File: src/rtl/mips_mc_pkg.sv
// Shared types and encodings for the handshaking multi-cycle MIPS controller.
// State codes are visible on the debug port and must not be renumbered.
package mips_mc_pkg;

  typedef enum logic [3:0] {
    StFetch  = 4'd0,
    StDecode = 4'd1,
    StMemAdr = 4'd2,
    StMemRd  = 4'd3,
    StMemWb  = 4'd4,
    StMemWr  = 4'd5,
    StRtEx   = 4'd6,
    StRtWb   = 4'd7,
    StBeq    = 4'd8,
    StBne    = 4'd9,
    StIex    = 4'd10,
    StIwb    = 4'd11,
    StJmp    = 4'd12,
    StJal    = 4'd13
  } state_e;

  // ALU operation class handed from the FSM to the ALU decoder
  typedef enum logic [2:0] {
    AluOpNone,
    AluOpAdd,
    AluOpSub,
    AluOpFunct,
    AluOpImm
  } aluop_e;

  localparam logic [5:0] OpRtype = 6'b000000;
  localparam logic [5:0] OpLw    = 6'b100011;
  localparam logic [5:0] OpSw    = 6'b101011;
  localparam logic [5:0] OpBeq   = 6'b000100;
  localparam logic [5:0] OpBne   = 6'b000101;
  localparam logic [5:0] OpAddi  = 6'b001000;
  localparam logic [5:0] OpSlti  = 6'b001010;
  localparam logic [5:0] OpAndi  = 6'b001100;
  localparam logic [5:0] OpOri   = 6'b001101;
  localparam logic [5:0] OpJ     = 6'b000010;
  localparam logic [5:0] OpJal   = 6'b000011;

  localparam logic [5:0] FnAdd = 6'b100000;
  localparam logic [5:0] FnSub = 6'b100010;
  localparam logic [5:0] FnAnd = 6'b100100;
  localparam logic [5:0] FnOr  = 6'b100101;
  localparam logic [5:0] FnSlt = 6'b101010;

  localparam logic [2:0] AluAdd = 3'b010;
  localparam logic [2:0] AluSub = 3'b110;
  localparam logic [2:0] AluAnd = 3'b000;
  localparam logic [2:0] AluOr  = 3'b001;
  localparam logic [2:0] AluSlt = 3'b111;

  localparam logic [1:0] MemToRegAlu  = 2'b00;
  localparam logic [1:0] MemToRegData = 2'b01;
  localparam logic [1:0] MemToRegPc   = 2'b10;

  localparam logic [1:0] RegDstRt = 2'b00;
  localparam logic [1:0] RegDstRd = 2'b01;
  localparam logic [1:0] RegDstRa = 2'b10;

  localparam logic [1:0] SrcBReg   = 2'b00;
  localparam logic [1:0] SrcBFour  = 2'b01;
  localparam logic [1:0] SrcBImm   = 2'b10;
  localparam logic [1:0] SrcBImmSh = 2'b11;

  localparam logic [1:0] PcSrcAlu    = 2'b00;
  localparam logic [1:0] PcSrcAluOut = 2'b01;
  localparam logic [1:0] PcSrcJump   = 2'b10;

  typedef struct packed {
    logic       pcen;
    logic       memread;
    logic       memwrite;
    logic       irwrite;
    logic       regwrite;
    logic       alusrca;
    logic       iord;
    logic       illegal;
    logic [1:0] memtoreg;
    logic [1:0] regdst;
    logic [1:0] alusrcb;
    logic [1:0] pcsrc;
  } ctrl_t;

endpackage

File: src/rtl/mc_aludec.sv
// ALU decoder: maps the FSM's operation class plus op/funct to an ALU code.
// Also flags R-type funct values the datapath cannot execute.
module mc_aludec
  import mips_mc_pkg::*;
#(
  parameter int unsigned ALUCTRL_W = 3
) (
  input  aluop_e               aluop,
  input  logic [5:0]           op,
  input  logic [5:0]           funct,
  output logic [ALUCTRL_W-1:0] alucontrol,
  output logic                 zeroext,
  output logic                 funct_illegal
);

  logic [2:0] alu;

  always_comb begin
    funct_illegal = 1'b0;
    case (funct)
      FnAdd, FnSub, FnAnd, FnOr, FnSlt: funct_illegal = 1'b0;
      default:                          funct_illegal = 1'b1;
    endcase
  end

  always_comb begin
    alu     = AluAnd;
    zeroext = 1'b0;
    case (aluop)
      AluOpAdd: alu = AluAdd;
      AluOpSub: alu = AluSub;
      AluOpFunct: begin
        case (funct)
          FnAdd:   alu = AluAdd;
          FnSub:   alu = AluSub;
          FnAnd:   alu = AluAnd;
          FnOr:    alu = AluOr;
          FnSlt:   alu = AluSlt;
          default: alu = AluAnd;
        endcase
      end
      AluOpImm: begin
        case (op)
          OpAndi: begin
            alu     = AluAnd;
            zeroext = 1'b1;
          end
          OpOri: begin
            alu     = AluOr;
            zeroext = 1'b1;
          end
          OpSlti:  alu = AluSlt;
          default: alu = AluAdd;
        endcase
      end
      default: alu = AluAnd;
    endcase
  end

  assign alucontrol = ALUCTRL_W'(alu);

endmodule

File: src/rtl/mips_mc_ctrl_hs.sv
// Multi-cycle MIPS control unit: Moore FSM with memory-ready handshake on every
// memory access, plus an illegal-instruction pulse for unknown op/funct.
module mips_mc_ctrl_hs
  import mips_mc_pkg::*;
#(
  parameter int unsigned ALUCTRL_W = 3,
  parameter int unsigned STATE_W   = 4,
  parameter int unsigned MEM_HS    = 1
) (
  input  logic                 clk,
  input  logic                 reset,
  input  logic [5:0]           op,
  input  logic [5:0]           funct,
  input  logic                 zero,
  input  logic                 mem_ready,
  output logic                 pcen,
  output logic                 memread,
  output logic                 memwrite,
  output logic                 irwrite,
  output logic                 regwrite,
  output logic                 alusrca,
  output logic                 iord,
  output logic                 zeroext,
  output logic [1:0]           memtoreg,
  output logic [1:0]           regdst,
  output logic [1:0]           alusrcb,
  output logic [1:0]           pcsrc,
  output logic [ALUCTRL_W-1:0] alucontrol,
  output logic                 illegal,
  output logic [STATE_W-1:0]   state
);

  state_e state_q, state_d;
  aluop_e aluop;
  ctrl_t  ctrl;
  logic   ready;
  logic   funct_illegal;

  assign ready = (MEM_HS != 0) ? mem_ready : 1'b1;

  always_ff @(posedge clk or negedge reset) begin
    if (!reset) begin
      state_q <= StFetch;
    end else begin
      state_q <= state_d;
    end
  end

  // Kept apart from the main decode so the ALU decoder feedback is loop-free
  always_comb begin
    aluop = AluOpNone;
    if (reset) begin
      case (state_q)
        StFetch, StDecode, StMemAdr: aluop = AluOpAdd;
        StRtEx:                      aluop = AluOpFunct;
        StBeq, StBne:                aluop = AluOpSub;
        StIex, StIwb:                aluop = AluOpImm;
        default:                     aluop = AluOpNone;
      endcase
    end
  end

  mc_aludec #(
    .ALUCTRL_W(ALUCTRL_W)
  ) u_aludec (
    .aluop        (aluop),
    .op           (op),
    .funct        (funct),
    .alucontrol   (alucontrol),
    .zeroext      (zeroext),
    .funct_illegal(funct_illegal)
  );

  always_comb begin
    ctrl    = '0;
    state_d = state_q;
    case (state_q)
      StFetch: begin
        ctrl.memread = 1'b1;
        ctrl.alusrcb = SrcBFour;
        // IR and PC only update once the instruction word is actually there
        ctrl.irwrite = ready;
        ctrl.pcen    = ready;
        if (ready) state_d = StDecode;
      end
      StDecode: begin
        ctrl.alusrcb = SrcBImmSh;
        case (op)
          OpLw, OpSw:                     state_d = StMemAdr;
          OpRtype:                        state_d = StRtEx;
          OpBeq:                          state_d = StBeq;
          OpBne:                          state_d = StBne;
          OpAddi, OpAndi, OpOri, OpSlti:  state_d = StIex;
          OpJ:                            state_d = StJmp;
          OpJal:                          state_d = StJal;
          default: begin
            ctrl.illegal = 1'b1;
            state_d      = StFetch;
          end
        endcase
      end
      StMemAdr: begin
        ctrl.alusrca = 1'b1;
        ctrl.alusrcb = SrcBImm;
        state_d      = (op == OpSw) ? StMemWr : StMemRd;
      end
      StMemRd: begin
        ctrl.memread = 1'b1;
        ctrl.iord    = 1'b1;
        if (ready) state_d = StMemWb;
      end
      StMemWb: begin
        ctrl.regwrite = 1'b1;
        ctrl.regdst   = RegDstRt;
        ctrl.memtoreg = MemToRegData;
        state_d       = StFetch;
      end
      StMemWr: begin
        ctrl.memwrite = 1'b1;
        ctrl.iord     = 1'b1;
        if (ready) state_d = StFetch;
      end
      StRtEx: begin
        ctrl.alusrca = 1'b1;
        ctrl.alusrcb = SrcBReg;
        if (funct_illegal) begin
          ctrl.illegal = 1'b1;
          state_d      = StFetch;
        end else begin
          state_d = StRtWb;
        end
      end
      StRtWb: begin
        ctrl.regwrite = 1'b1;
        ctrl.regdst   = RegDstRd;
        ctrl.memtoreg = MemToRegAlu;
        state_d       = StFetch;
      end
      StBeq, StBne: begin
        ctrl.alusrca = 1'b1;
        ctrl.alusrcb = SrcBReg;
        ctrl.pcsrc   = PcSrcAluOut;
        ctrl.pcen    = (state_q == StBeq) ? zero : ~zero;
        state_d      = StFetch;
      end
      StIex: begin
        ctrl.alusrca = 1'b1;
        ctrl.alusrcb = SrcBImm;
        state_d      = StIwb;
      end
      StIwb: begin
        ctrl.regwrite = 1'b1;
        ctrl.regdst   = RegDstRt;
        ctrl.memtoreg = MemToRegAlu;
        state_d       = StFetch;
      end
      StJmp: begin
        ctrl.pcsrc = PcSrcJump;
        ctrl.pcen  = 1'b1;
        state_d    = StFetch;
      end
      StJal: begin
        ctrl.pcsrc    = PcSrcJump;
        ctrl.pcen     = 1'b1;
        ctrl.regwrite = 1'b1;
        ctrl.regdst   = RegDstRa;
        ctrl.memtoreg = MemToRegPc;
        state_d       = StFetch;
      end
      default: state_d = StFetch;
    endcase
    if (!reset) ctrl = '0;
  end

  assign pcen     = ctrl.pcen;
  assign memread  = ctrl.memread;
  assign memwrite = ctrl.memwrite;
  assign irwrite  = ctrl.irwrite;
  assign regwrite = ctrl.regwrite;
  assign alusrca  = ctrl.alusrca;
  assign iord     = ctrl.iord;
  assign memtoreg = ctrl.memtoreg;
  assign regdst   = ctrl.regdst;
  assign alusrcb  = ctrl.alusrcb;
  assign pcsrc    = ctrl.pcsrc;
  assign illegal  = ctrl.illegal;
  assign state    = STATE_W'(state_q);

endmodule
File: config.mk
export PLATFORM = sky130hd
export DESIGN_NAME = mips_mc_ctrl_hs
export DESIGN_NICKNAME = d
export VERILOG_FILES = /design/src/rtl/mips_mc_pkg.sv /design/src/rtl/mc_aludec.sv /design/src/rtl/mips_mc_ctrl_hs.sv
export SDC_FILE = /design/constraint.sdc
export NUM_CORES = 1
export LEC_CHECK = 0
export BUFFER_PORTS_ARGS = -buffer_cell sky130_fd_sc_hd__buf_2
export CAP_MARGIN = 20
export CORE_ASPECT_RATIO = 1.1
export CORE_MARGIN = 2
export CORE_UTILIZATION = 25
export DETAILED_ROUTE_END_ITERATION = 12
export MAX_ROUTING_LAYER = met4
export PLACE_DENSITY_LB_ADDON = 0.05
export RECOVER_POWER = 50
export SLEW_MARGIN = 10
export SYNTH_ARGS = -nofsm -noshare
export SYNTH_HDL_FRONTEND = slang
export SYNTH_SLANG_ARGS = --single-unit
File: constraint.sdc
create_clock -name clk -period 1.3 [get_ports clk]
set_input_delay 0 -clock clk [delete_from_list [all_inputs] [get_ports clk]]
set_output_delay 0 -clock clk [all_outputs]
set_load 0.05 [all_outputs]
== After elaboration in Yosys (flattened, before gate mapping) ==
Memories as Yosys holds them, arrays and structs flattened.
Index checks and enable logic that the tools add are counted.

* Bits in registers: 4
* Bits in read-only memories: 48
* Bits of input ports: 16
* Logic and storage cells: 81
* Memories: 1

{| class="wikitable"
|+ Memories
! memory !! words !! bits a word !! read ports !! clocked after Yosys merged registers in !! write ports !! line !! text
|-
| (no name shown) || 16 || 3 || 1 || 0 || 0 || mips_mc_ctrl_hs.sv:53 || <nowiki>case (state_q)</nowiki>
|}

* Equal/unequal tests: 35
* Muxes and demuxes: 28
* Bitwise operators: 1
* Reductions and logical operators: 15

{| class="wikitable"
|+ Operators by type and width
! kind !! count
|-
| $pmux 4 s7 || 2
|-
| $eq 6x6->1 const B || 7
|-
| $eq 4x4->1 const B || 6
|-
| $eq 6x4->1 const B || 4
|-
| $pmux 3 s4 || 2
|-
| $eq 4x3->1 const B || 4
|-
| $mux 16 || 1
|-
| $reduce_or 2->1 || 7
|-
| $eq 6x2->1 const B || 2
|-
| $eq 6x3->1 const B || 2
|-
| $mux 4 || 3
|-
| $pmux 4 s3 || 1
|-
| $mux 1 || 11
|-
| $reduce_or 11->1 || 1
|-
| $reduce_or 5->1 || 2
|-
| $mux 3 || 3
|-
| $pmux 3 s3 || 1
|-
| $eq 4x2->1 const B || 2
|-
| $reduce_or 4->1 || 2
|-
| $eq 3x2->1 const B || 2
|-
| $logic_not 6->1 || 1
|-
| $ne 2x2->1 const B || 3
|-
| $pmux 2 s3 || 1
|-
| $eq 4x1->1 const B || 1
|-
| 8 further kinds || 8
|}

== Logic depth before layout (Yosys ltp) ==
* Depth after elaboration: 5
* Gate-level depth with buffers: 6

== By module ==
Synthesis repeated with hierarchy kept, for this count alone.

* Cells, all modules: 137
* Area, all modules: 867.1 um2

{| class="wikitable"
|+ By module, submodules not included
! module !! instances !! cells an instance !! area each (um2) !! seq. area each (um2)
|-
| mips_mc_ctrl_hs || 1 || 111 || 666.9 || 100.1
|-
| mc_aludec || 1 || 26 || 200.2 || 0.0
|}

== Worst setup path after synthesis ==
No wires, ideal clock.

* Path kind: register to output
* From: register state_q[1], in the netlist state[1]
* To: output regdst[1]
* Arrival: 2.580 ns
* Data required time: 1.300 ns
* Slack: -1.280 ns
* Cell stages (with the launch flop): 6
* Buffers on the path: 2
* Cell sequence: dfrtp_1 buf_2 nand2b_1 nor2_1 and2_1 buf_4

* Cells in the longest elaborated chain, start to end: 3

{| class="wikitable"
|+ RTL lines
! what !! line !! text
|-
| start, declared || mips_mc_ctrl_hs.sv:33 || <nowiki>state_e state_q, state_d;</nowiki>
|-
| start signal, assigned || mips_mc_ctrl_hs.sv:43 || <nowiki>state_q <= StFetch;</nowiki>
|-
| start signal, assigned || mips_mc_ctrl_hs.sv:45 || <nowiki>state_q <= state_d;</nowiki>
|-
| $eq 4x4->1 or $eq 4x3->1 (tied branches) || mips_mc_ctrl_hs.sv:77 || <nowiki>case (state_q)</nowiki>
|-
| $pmux 4 s3 * || mips_mc_ctrl_hs.sv:77 ||
|-
| $mux 16 * || mips_mc_ctrl_hs.sv:172 || <nowiki>if (!reset) ctrl = '0;</nowiki>
|-
| end, declared || mips_mc_ctrl_hs.sv:25 || <nowiki>output logic [1:0] regdst,</nowiki>
|}

Every way passes the cells marked *; elsewhere a longest branch is shown, timed or not.

== Final worst setup path ==
* From: register state_q[1], in the netlist state[1]
* To: output alucontrol[0]

* Cells in the longest elaborated chain, start to end: 4

{| class="wikitable"
|+ RTL lines
! what !! line !! text
|-
| $mem_v2 16x3 * || - ||
|-
| $mux 3 * || mips_mc_ctrl_hs.sv:52 || <nowiki>if (reset) begin</nowiki>
|-
| $eq 3x3->1 (tied with other cells) || mc_aludec.sv:29 || <nowiki>case (aluop)</nowiki>
|-
| $pmux 3 s4 * || mc_aludec.sv:29 ||
|-
| end, declared || mips_mc_ctrl_hs.sv:28 || <nowiki>output logic [ALUCTRL_W-1:0] alucontrol,</nowiki>
|}

Marks and branches as above.

==> impl_metrics.csv <==
group,metric,value,unit
timing,clock_skew,0.002157,ns
routing,vias,1297,
global_route,grt_start_max_net_pins,12,
die,core_area,0.003568,mm^2
global_route,grt_pass1_wl,6085,um
clock_network,htreeDepth,1,
timing,max_freq,623.7,MHz
die,io_pins,40,
global_route,grt_pass1_vias,1284,
routing,viasPerCell,4.969,
yosys,ys_warn_count,0,
power_and_ir_drop,power_per_cell_area,1664,mW/mm^2
finish,drive_gt1_share,69.19,%
die,die_w,61.67,um
timing,post-route-period-util,123.3,%
clock_network,clock-sinks,4,
yosys,synth-async-reset-ratio,100.0,%
finish,fillers,361,
clock_network,cts_max_path_buffers,2,
yosys,synthFlopType,"dfrtp_1",
yosys,synth_top_area_share,10.94,%
die,rows,23,
timing,fin_crit,1.603,ns
yosys,synth_fa_ha_area_share,0,%
placed_design,port_buffers,39,
timing,setup_violations,22,
die,start_util,25.63,%
finish,largest_register_ffs,4,
yosys,syn_area_per_cell,7.259,um^2
routing,drt_pass1_iterations,4,
outcome,status,"finished, violations left",
yosys,ys_ff_latch,4,
worst_setup_path,crit_path_end_kind,"primary output",
clock_network,cts_tree,"done",
yosys,synth_seq_area_share,10.94,%
power_and_ir_drop,p_leak,0.8512,nW
worst_setup_path,critPathArrivalTime,1.60,ns
die,die_h,67.44,um
clock_network,clockRootBuffer,"clkbuf_8",
yosys,synthTopCellsByArea,"dfrtp_1 (11%), nand2b_1 (6.2%), nor2_1 (5.3%), nor2b_1 (4.8%), buf_2 (3.3%)",
routing,wire_per_inst,14.76,um
worst_hold_path,worstHoldPathType,"in2reg",
yosys,synthMuxAreaShare,2.189,%
worst_setup_path,critPathLaunchType,"flop",
yosys,ys_types,54,
placed_design,placed_area,0.001660,mm^2
timing,slew_violations,0,
yosys,synthesis.area,914.6,um^2
outcome,violations,"negative setup slack",
worst_setup_path,crit_type,"reg2out",
clock_network,cts_inserted_buffers,3,
timing,hold_ws,0.1916,ns
finish,area_growth,127.8,%
timing,max_slew_margin,78.73,%
yosys,synthXorXnorAreaFrac,1.915,%
worst_setup_path,required,1.30,ns
power_and_ir_drop,power,0.003466,W
clock_network,clk_latency,0.22,ns
global_route,antenna_found_initial,0,
yosys,synth-compound-area-share,28.32,%
placed_design,hpwl,2987,um
power_and_ir_drop,irDropWorstVdd,0.0006324,V
finish,fin_nets,229,
timing,hold_violations,0,
placed_design,dpl_worst_slack,-0.1933,ns
routing,drc,0,
finish,n_antenna_cell,0,
yosys,synth_top_family_by_area,"simple AND/OR/NAND/NOR gates",
job,max-cap-violations,0,
routing,final_antenna_net_count,0,
routing,routed_wl,3852,um
finish,design_area,0.002083,mm^2
clock_network,clk_pin_slew,0.03,ns
yosys,synth_fp_nets,142,
placed_design,gp_congestion,0.8301,
timing,worstMarginPinSlew,0.3167,ns
yosys,syn_inst,126,
global_route,overflow,0,
timing,rsz0062_at_grt,"yes",
yosys,synth-simple-area-share,48.43,%
die,die_area,0.004159,mm^2
yosys,synth_edf_count,0,
routing,first_iter_violations,31,
global_route,grt_use_total,19.59,%
worst_setup_path,critPathMaxFanout,5,
timing,layout_setup_ws,-0.3034,ns
yosys,yosysTopAreaCell,"dfrtp_1",
## cell type report
type                            count  area (um^2)  share of cell area, %
Multi-Input combinational cell    109         1044                  50.09
Timing Repair Buffer               94        827.0                  39.70
Sequential cell                     4        105.1                  5.045
Tap cell                           50        62.56                  3.003
Clock buffer                        3        41.29                  1.982
Inverter                            1        3.754                 0.1802
## power by group
group / internal [W] / switching (W)
registers: 0.000177 / 0.0000852
logic: 0.00137 / 0.00157
clock network: 0.000198 / 0.0000715
total: 0.00174 / 0.00172
## repair_timing
item | in CTS | in global routing
hold buffers | 3 | 0
resized for setup | 77 | 10
buffers inserted | 5 | 3
endpoints found under the hold margin | 3 | 0
gates cloned | 0 | 0
setup endpoints to repair | 23 | 24
pin swaps | 12 | 8
## cell usage in the layout, fill, tap and decap left out, types with 4 or more instances in the layout
cell      Yosys  routed
buf_4         3      37
buf_6         1      24
buf_2         6      19
buf_8         0      10
nand2_1       8       7
nor2_4        0       7
nand2b_1      9       6
nand2b_4      2       5
nor2_1       13       5
and3_4        0       4
nor2b_1       7       4
nor3_4        0       4
dfrtp_2       0       4
## final timing paths
kind                       startpoint             to  slack [ns]  cells after the start
min in group asynchronous       reset       state[3]        0.33                      3
setup reg to reg             state[1]       state[1]       -0.27                      5
hold reg to reg              state[0]       state[1]        0.79                      3
max in group asynchronous       reset       state[2]        0.50                      5
hold / removal              mem_ready       state[2]        0.19                      3
setup / recovery             state[1]  alucontrol[0]       -0.30                      6
## kinds of logic after synthesis
family          after synthesis
flops                         4
buf+inv                      13
mux                           2
xor+xnor                      2
simple gates                 72
compound gates               33
## critical path, stage by stage (launching register included)
cell     delay (ns)
dfrtp_2        0.43
buf_6          0.15
nand2_4        0.06
nand3_2        0.06
or3_4          0.34
o22ai_4        0.16
buf_6          0.18
## Yosys cell counts (2+ instances only)
| cell | instances |
|---|---|
| or4_1 | 3 |
| o21ai_1 | 2 |
| dfrtp_1 | 4 |
| and2_1 | 2 |
| buf_4 | 3 |
| a31oi_1 | 3 |
| nand2_1 | 8 |
| o22ai_1 | 2 |
| a22oi_1 | 2 |
| nor3_1 | 6 |
| and3_1 | 4 |
| nor2_1 | 13 |
| nor4b_1 | 2 |
| nand3_1 | 3 |
| clkbuf_1 | 2 |
| nand2b_1 | 9 |
| o21ai_0 | 2 |
| a21oi_1 | 4 |
| mux2i_1 | 2 |
| o22a_1 | 3 |
| o211ai_1 | 2 |
| nand2b_4 | 2 |
| buf_2 | 6 |
| nor2b_1 | 7 |
## through the flow
stage / setup TNS (ns) / cells / util (%)
final: -3.854 / 261 / 58.38
after global routing: -5.119 / 261 / 58.38
after CTS: -3.742 / 260 / 57.15
after detailed placement: -1.483 / 251 / 46.53
after global placement: -1.272 / 251 / 46.53
after floorplan: -3.122 / 126 / -
## routing by layer
| layer | part of all wire, % | global-route usage (%) | up-vias | wire (um) |
|---|---|---|---|---|
| li1 | - | - | 644 | - |
| met1 | 42 | 24.60 | 625 | 1633 |
| met2 | 55 | 34.21 | 26 | 2122 |
| met3 | 1.8 | 1.149 | 2 | 68 |
| met4 | 0.70 | 3.989 | 0 | 27 |
| met5 | 0 | - | - | 0 |
Note: power is estimated with default switching activity, not from simulation.
